--- config.mk ---
export PLATFORM = sky130hd
export DESIGN_NAME = video_timing_gen
export DESIGN_NICKNAME = d
export VERILOG_FILES = /design/src/rtl/video_timing_pkg.sv /design/src/rtl/video_timing_axis.sv /design/src/rtl/video_timing_gen.sv
export SDC_FILE = /design/constraint.sdc
export NUM_CORES = 1
export LEC_CHECK = 0
export BUFFER_PORTS_ARGS = -buffer_cell sky130_fd_sc_hd__buf_2
export CAP_MARGIN = 20
export CORE_ASPECT_RATIO = 0.75
export CORE_MARGIN = 8
export CORE_UTILIZATION = 61
export CTS_CLUSTER_DIAMETER = 100
export DETAILED_ROUTE_END_ITERATION = 10
export PLACE_DENSITY = 0.95
export SYNTH_ARGS = -nofsm -noshare
export SYNTH_HDL_FRONTEND = slang
export SYNTH_HIERARCHICAL = 1
export SYNTH_SLANG_ARGS = --single-unit
--- constraint.sdc ---
create_clock -name video_clk_pix -period 4.97 [get_ports video_clk_pix]
set_input_delay 0.994 -clock video_clk_pix [delete_from_list [all_inputs] [get_ports video_clk_pix]]
set_output_delay 0.994 -clock video_clk_pix [all_outputs]
set_load 0.02 [all_outputs]
--- src/rtl/video_timing_pkg.sv ---
// Shared types and helpers for the video timing generator.
// Optional feature macro used by the top: VIDEO_TIMING_FRAME_COUNT_EN.
package video_timing_pkg;

   localparam int COORDSPC = 16;

   typedef logic signed [COORDSPC-1:0] coord_t;

   typedef enum logic {
      ST_IDLE   = 1'b0,
      ST_ACTIVE = 1'b1
   } state_t;

   // First horizontal blanking coordinate: the whole blanking interval sits before x=0.
   function automatic int h_sta(input int h_fp, input int h_sync, input int h_bp);
      return -(h_fp + h_sync + h_bp);
   endfunction

   function automatic int v_sta(input int v_fp, input int v_sync, input int v_bp);
      return -(v_fp + v_sync + v_bp);
   endfunction

endpackage

--- src/rtl/video_timing_axis.sv ---
// One timing axis: signed position counter that steps, wraps to the blanking start
// after the last active position, and decodes the sync window from the next position.
module video_timing_axis #(
   parameter int W    = 16,
   parameter int STA  = -370,
   parameter int RES  = 1280,
   parameter int FP   = 110,
   parameter int SYNC = 40
) (
   input  logic                clk,
   input  logic                rst,
   input  logic                step,
   output logic signed [W-1:0] cnt,
   output logic                last,
   output logic                start_nxt,
   output logic                win_nxt,
   output logic                vis_nxt
);

   localparam logic signed [W-1:0] STA_C    = W'(STA);
   localparam logic signed [W-1:0] LAST_C   = W'(RES - 1);
   localparam logic signed [W-1:0] SYNC_LO  = W'(STA + FP);
   localparam logic signed [W-1:0] SYNC_HI  = W'(STA + FP + SYNC);
   localparam logic signed [W-1:0] ONE      = W'(1);

   logic signed [W-1:0] cnt_nxt;

   assign last = (cnt == LAST_C);

   // Next position: hold, increment, or wrap back to the blanking start.
   always_comb begin
      cnt_nxt = cnt;
      if (step) begin
         if (last) begin
            cnt_nxt = STA_C;
         end else begin
            cnt_nxt = cnt + ONE;
         end
      end else begin
         cnt_nxt = cnt;
      end
   end

   // Decodes are taken from the next position so the top can register them alongside cnt.
   assign start_nxt = (cnt_nxt == STA_C);
   assign win_nxt   = (cnt_nxt >= SYNC_LO) && (cnt_nxt < SYNC_HI);
   assign vis_nxt   = ~cnt_nxt[W-1];

   // Position register.
   always_ff @(posedge clk) begin
      if (rst) begin
         cnt <= STA_C;
      end else begin
         cnt <= cnt_nxt;
      end
   end

endmodule

--- src/rtl/video_timing_gen.sv ---
// Pixel timing generator: signed sx/sy, syncs, enable and start strobes, frame-aligned run/stop.
// Define VIDEO_TIMING_FRAME_COUNT_EN to add the 32-bit completed-frame counter port.
module video_timing_gen #(
   parameter int COORDSPC = 16,
   parameter int H_RES    = 1280,
   parameter int H_FP     = 110,
   parameter int H_SYNC   = 40,
   parameter int H_BP     = 220,
   parameter int V_RES    = 720,
   parameter int V_FP     = 5,
   parameter int V_SYNC   = 5,
   parameter int V_BP     = 20,
   parameter int H_POL    = 1,
   parameter int V_POL    = 1
) (
   input  logic                       video_clk_pix,
   input  logic                       video_rst_pix,
   input  logic                       run,
   output logic signed [COORDSPC-1:0] sx,
   output logic signed [COORDSPC-1:0] sy,
   output logic                       hsync,
   output logic                       vsync,
   output logic                       video_enable,
   output logic                       frame_start,
   output logic                       line_start
`ifdef VIDEO_TIMING_FRAME_COUNT_EN
   ,
   output logic [31:0]                frame_count
`endif
);
   import video_timing_pkg::*;

   localparam int   H_STA     = h_sta(H_FP, H_SYNC, H_BP);
   localparam int   V_STA     = v_sta(V_FP, V_SYNC, V_BP);
   localparam int   COORD_MAX = (2 ** (COORDSPC - 1)) - 1;
   localparam logic H_ACT     = (H_POL != 0) ? 1'b1 : 1'b0;
   localparam logic V_ACT     = (V_POL != 0) ? 1'b1 : 1'b0;

   if (H_RES + H_FP + H_SYNC + H_BP > COORD_MAX) begin : g_h_range
      $error("video_timing_gen: horizontal total does not fit in COORDSPC");
   end
   if (V_RES + V_FP + V_SYNC + V_BP > COORD_MAX) begin : g_v_range
      $error("video_timing_gen: vertical total does not fit in COORDSPC");
   end

   state_t state;
   logic   h_step, v_step;
   logic   h_last, v_last;
   logic   h_start_nxt, v_start_nxt;
   logic   h_win_nxt, v_win_nxt;
   logic   h_vis_nxt, v_vis_nxt;
   logic   frame_end;
   logic   active_nxt;

   assign h_step    = (state == ST_ACTIVE);
   assign v_step    = h_step && h_last;
   assign frame_end = h_step && h_last && v_last;
   // run only matters in IDLE and on the last pixel of a frame.
   assign active_nxt = (state == ST_IDLE) ? run : !(frame_end && !run);

   video_timing_axis #(
      .W(COORDSPC), .STA(H_STA), .RES(H_RES), .FP(H_FP), .SYNC(H_SYNC)
   ) u_h_axis (
      .clk(video_clk_pix), .rst(video_rst_pix), .step(h_step),
      .cnt(sx), .last(h_last), .start_nxt(h_start_nxt),
      .win_nxt(h_win_nxt), .vis_nxt(h_vis_nxt)
   );

   video_timing_axis #(
      .W(COORDSPC), .STA(V_STA), .RES(V_RES), .FP(V_FP), .SYNC(V_SYNC)
   ) u_v_axis (
      .clk(video_clk_pix), .rst(video_rst_pix), .step(v_step),
      .cnt(sy), .last(v_last), .start_nxt(v_start_nxt),
      .win_nxt(v_win_nxt), .vis_nxt(v_vis_nxt)
   );

   // Run/stop FSM and registered strobes; a stop forces every output to its idle level.
   always_ff @(posedge video_clk_pix) begin
      if (video_rst_pix) begin
         state        <= ST_IDLE;
         hsync        <= ~H_ACT;
         vsync        <= ~V_ACT;
         video_enable <= 1'b0;
         frame_start  <= 1'b0;
         line_start   <= 1'b0;
      end else begin
         case (state)
            ST_IDLE:   state <= run ? ST_ACTIVE : ST_IDLE;
            ST_ACTIVE: state <= (frame_end && !run) ? ST_IDLE : ST_ACTIVE;
            default:   state <= ST_IDLE;
         endcase
         hsync        <= (active_nxt && h_win_nxt) ? H_ACT : ~H_ACT;
         vsync        <= (active_nxt && v_win_nxt) ? V_ACT : ~V_ACT;
         video_enable <= active_nxt && h_vis_nxt && v_vis_nxt;
         frame_start  <= active_nxt && h_start_nxt && v_start_nxt;
         line_start   <= active_nxt && h_start_nxt;
      end
   end

`ifdef VIDEO_TIMING_FRAME_COUNT_EN
   // Counts frames whose last pixel was emitted, including one that ends in a stop.
   always_ff @(posedge video_clk_pix) begin
      if (video_rst_pix) begin
         frame_count <= 32'd0;
      end else if (frame_end) begin
         frame_count <= frame_count + 32'd1;
      end else begin
         frame_count <= frame_count;
      end
   end
`endif

endmodule

Word level (Yosys, flattened, before mapping)
Cells that the tools add are included.
- reductions and logical operators: 13
- order comparisons: 4
- equal/unequal tests: 4
- add/sub/neg operators: 2
- bitwise operators: 3
- multiplexer cells: 10
- operator list (operator ; number):
    $mux 16 ; 4
    $add 16x2->16 const B ; 2
    $eq 16x10->1 const B ; 1
    $eq 16x11->1 const B ; 1
    $eq 16x12->1 const B ; 1
    $eq 16x6->1 const B ; 1
    $ge 16x10->1 const B ; 1
    $ge 16x6->1 const B ; 1
    $lt 16x6->1 const B ; 1
    $lt 16x9->1 const B ; 1
    $logic_and 1x1->1 ; 11
    $mux 1 ; 5
    $not 1->1 ; 3
    $logic_not 1->1 ; 2
    $pmux 1 s2 ; 1
- register bits: 38
- output and inout port bits: 37

Depth between registers and ports, before layout
- word-level depth: 8
- gate-level depth with buffers: 13

Hierarchy
The synthesis kept the hierarchy.
- modules (own cells, without submodules) (module ; area each (µm²) ; sequential area each (µm²) ; instances ; cells each):
    video_timing_axis (u_h_axis) ; 1156.1 ; 320.3 ; 1 ; 129
    video_timing_axis (u_v_axis) ; 1132.3 ; 320.3 ; 1 ; 140
    video_timing_gen ; 209.0 ; 120.1 ; 1 ; 20

Worst setup path before layout
Ideal clock, no wire load.
- kind: reg2reg
- start: register u_h_axis.cnt[0]
- end: register frame_start
- slack: 2.225 ns
- path buffers: 1
- arrival time: 2.659 ns
- data required time: 4.884 ns
- clock period less this slack: 2.745 ns
- stages on the path, launching flop included: 13
- cell sequence: dfxtp_1 -> ha_1 -> buf_2 -> nand3_1 -> nor3_2 -> and2_2 -> nand4_4 -> or3_1 -> a21oi_1 -> o31ai_1 -> nor4_2 -> nand2_1 -> a211oi_1
- RTL lines (element ; RTL line ; source):
    start: declaration ; video_timing_axis.sv:13 ; output logic signed [W-1:0] cnt,
    start signal: assignment ; video_timing_axis.sv:54 ; cnt <= cnt_nxt;
    $eq 16x12->1 ; video_timing_axis.sv:28 ; assign last = (cnt == LAST_C);
    via h_last ; video_timing_gen.sv:48 ; logic h_last, v_last;
    $logic_and 1x1->1 ; video_timing_gen.sv:56 ; assign v_step = h_step && h_last;
    via v_step ; video_timing_gen.sv:47 ; logic h_step, v_step;
    $mux 16 ; video_timing_axis.sv:33 ; if (step) begin
    $eq 16x6->1 ; video_timing_axis.sv:45 ; assign start_nxt = (cnt_nxt == STA_C);
    via v_start_nxt ; video_timing_gen.sv:49 ; logic h_start_nxt, v_start_nxt;
    $logic_and 1x1->1 ; video_timing_gen.sv:95 ; frame_start <= active_nxt && h_start_nxt && v_start_nxt;
    end signal: assignment ; video_timing_gen.sv:95 ;
    end: declaration ; video_timing_gen.sv:24 ; output logic frame_start,
The timed path passes the listed nets, and every way through them passes these cells.
A chain may end at the register's enable or synchronous reset.

Worst setup path in the final report
Ends and elaborated chain as after synthesis.

==> qor.yml <==
outcome:
  status: "complete, no violations"
setup_path:
  r2r_start: "u_h_axis/cnt[0]"
  critical_path.slowest_cell: "dfxtp_1"
  r2r-end: "frame_start"
  cp.arrival_ns: 3.48
  worst_ep_required_time_ns: 5.17
  path_buf_inv: 0
  start_kind: "flop"
  path_max_fanout: 15
  crit_type: "flop to flop"
  path_cells: "ha_1, nand3_1, nor3_2, and2_2, nand2_1, nor4b_1, and3_1, nor3_1, nor4_2, nand2_1, a211oi_1"
  max_stage_delay_ns: 0.46
  r2r_slack_ns: 1.69
  cp_top_family: "simple AND/OR/NAND/NOR gates"
  critPathCaptureType: "flop"
  r2r_cells: 11
  critical_path.most_common_cell: "nand2_1"
synthesis:
  synthXorXnorAreaFrac_pct: 8.37
  synth_top_family_by_area: "simple AND/OR/NAND/NOR gates"
  syn_area_per_cell_um2: 8.64
  ys_warn_count: 6
  synthSimpleGateAreaFrac_pct: 37.2
  synth.area.mux_share_pct: 1.30
  synthAdderAreaFrac_pct: 1.00
  synth_compound_area_share_pct: 15.9
  synth_fp_nets: 294
  syn_area_um2: 2500
  ys_ff_latch: 38
  ys_types: 69
  syn_inst: 289
  synth-main-ff-cell: "dfxtp_1"
  synth_edf_count: 0
  ys_seq_area_share_pct: 30.5
  async_reset_ff_share_pct: 0
min_path:
  holdPathStages: 2
  hold_end: "u_h_axis/cnt[14]"
  hold_start: "u_h_axis/cnt[14]"
  hold_path_class: "flop to flop"
cts:
  clk_pin_slew_ns: 0.08
  cts_root_buf: "clkbuf_8"
  clk_latency_ns: 0.29
  cts_made_buffers: 5
  numClockSinks: 38
  cts_resized: 0
  htreeDepth: 2
  clock_path_buffers: 2
  holdBufCountCts: 0
  cts_setup_buffers: 0
  cts_tree: "done"
finish:
  layout_common_cells: "buf_2 (39), dfxtp_1 (38), nand2_1 (25), nor2_1 (16), nand3_1 (14)"
  synthToLayoutAreaGrowth_pct: 11.1
  drive_above_1_share_pct: 24.5
  diodes: 0
  n_fill_cell: 320
  nets: 318
  layout_commonest_cell: "buf_2"
route:
  wl_per_cell_um: 17.3
  drtIter0Drc: 411
  antenna_left: 0
  dr.pass1.iters: 5
  vias: 2329
  drc: 0
  via_per_inst: 6.31
  drt-total-wl_mm: 6.39
global_routing:
  grt_max_degree: 28
  grt.overflow.total: 0
  antenna_found_initial: 0
  grt_pass1_vias: 2087
  grt_pass1_wl_mm: 10.5
  grt_use_total_pct: 19.7
floorplan:
  core-area_um2: 4000
  io_pins: 40
  die_x_um: 89.9
  start_util_pct: 62.4
  die_area_um2: 6420
  rows: 20
  die_h_um: 71.4
power:
  powerDensity_nw_per_um2: 259
  peakVddDrop_uv: 222
  power_mw: 0.719
  p_leak_nw: 1.05
sta:
  setup_ws_ns: 1.69
  grt_setup_unrepaired: "no"
  worst_pin_slew_ns: 0.681
  slew_viol_final: 0
  period_minus_slack_ns: 3.28
  fin_skew_ns: 0.00548
  hold_viol: 0
  layout_worst_path_cycle_share_pct: 65.9
  finalSetupViolCount: 0
  whs_ns: 0.591
  slew-limit-headroom_pct: 53.4
  clock.fmax_mhz: 305
  setup_tns_ns: 0
place:
  portBuffers: 39
  post-dp-hpwl_mm: 4.54
  place_congestion: 0.930
  preCtsSetupSlack_ns: 1.77
flow_run:
  cap_violations: 0
==> registers in the layout (all words and copies together) (netlist names) <==
register / cells
h_step: 1
u_h_axis/cnt: 16
video_enable: 1
hsync: 1
frame_start: 1
u_v_axis/cnt: 16
line_start: 1
vsync: 1
==> layer usage <==
layer	vias up	global-route usage [%]	wire length, um
met3	6	5.74	511
met2	117	28.8	2790
met4	0	5.70	55
met1	1090	27.1	3030
met5	-	0	0
li1	1116	-	-
==> report_power, final <==
part           total, mW  switching (mW)  internal (mW)
Clock              0.324           0.110          0.214
Combinational     0.0708          0.0422         0.0287
Sequential         0.324          0.0136          0.311
==> stage by stage <==
step | instances | cell area (um^2) | utilization (%)
2_1_floorplan | 289 | 2500 | -
3_3_place_gp | 361 | 2630 | 65.7
3_5_place_dp | 361 | 2630 | 65.7
4_1_cts | 369 | 2770 | 69.3
5_1_grt | 369 | 2770 | 69.3
6_report | 369 | 2770 | 69.3
==> cell families after synthesis <==
kind of cell	after synthesis
and+or+nand+nor	142
xor gates and xnor gates	23
DFF	38
muxes	3
AOI/OAI and AO/OA	55
adders and majority gates	2
buffers and inverters	26
==> cells in the mapped netlist, drive strengths merged, types with 3 or more instances <==
master / count / area (um^2)
dfxtp: 38 / 761
nand2: 27 / 106
buf: 18 / 113
nor2: 17 / 66.3
a21oi: 15 / 82.6
nand4: 15 / 145
nand3: 14 / 70.1
xnor2: 14 / 130
nand2b: 13 / 81.3
nor3: 9 / 61.3
nor4: 9 / 93.8
xor2: 9 / 78.8
and3: 8 / 50.1
a21o: 6 / 45.0
and4: 6 / 56.3
o21ai: 6 / 30.0
a31oi: 5 / 31.3
a211oi: 4 / 35.0
a41oi: 4 / 35.0
clkbuf: 4 / 17.5
inv: 4 / 15.0
and2: 3 / 21.3
nand4b: 3 / 26.3
nor4b: 3 / 38.8
or3: 3 / 18.8
==> tightest hold or removal path, stage by stage (launching register included) <==
cell,delay (ns)
dfxtp_1,0.37
nand3_1,0.09
a21o_1,0.10
==> how the worst max path moves through the flow <==
stage / startpoint / endpoint / slack [ns] / depth (start not counted)
after global placement: u_h_axis/cnt[0] / frame_start / 2.01 / 11
after floorplan: u_h_axis/cnt[0] / frame_start / 2.23 / 12
after detailed placement: u_h_axis/cnt[0] / frame_start / 1.77 / 11
after CTS: u_h_axis/cnt[0] / frame_start / 1.75 / 11
final: u_h_axis/cnt[0] / frame_start / 1.69 / 11
after global routing: u_h_axis/cnt[0] / frame_start / 1.44 / 11
==> layout make-up <==
class / instances / area [um^2] / share of cell area (%)
inverters: 4 / 15.0 / 0.541
clock inverters: 2 / 60.1 / 2.17
multi-input cells: 225 / 1590 / 57.4
clock buffers: 6 / 82.6 / 2.98
well taps: 55 / 68.8 / 2.48
repair buffers: 39 / 195 / 7.04
flip-flops and latches: 38 / 761 / 27.4
Note: power is estimated with default switching activity, not from simulation.
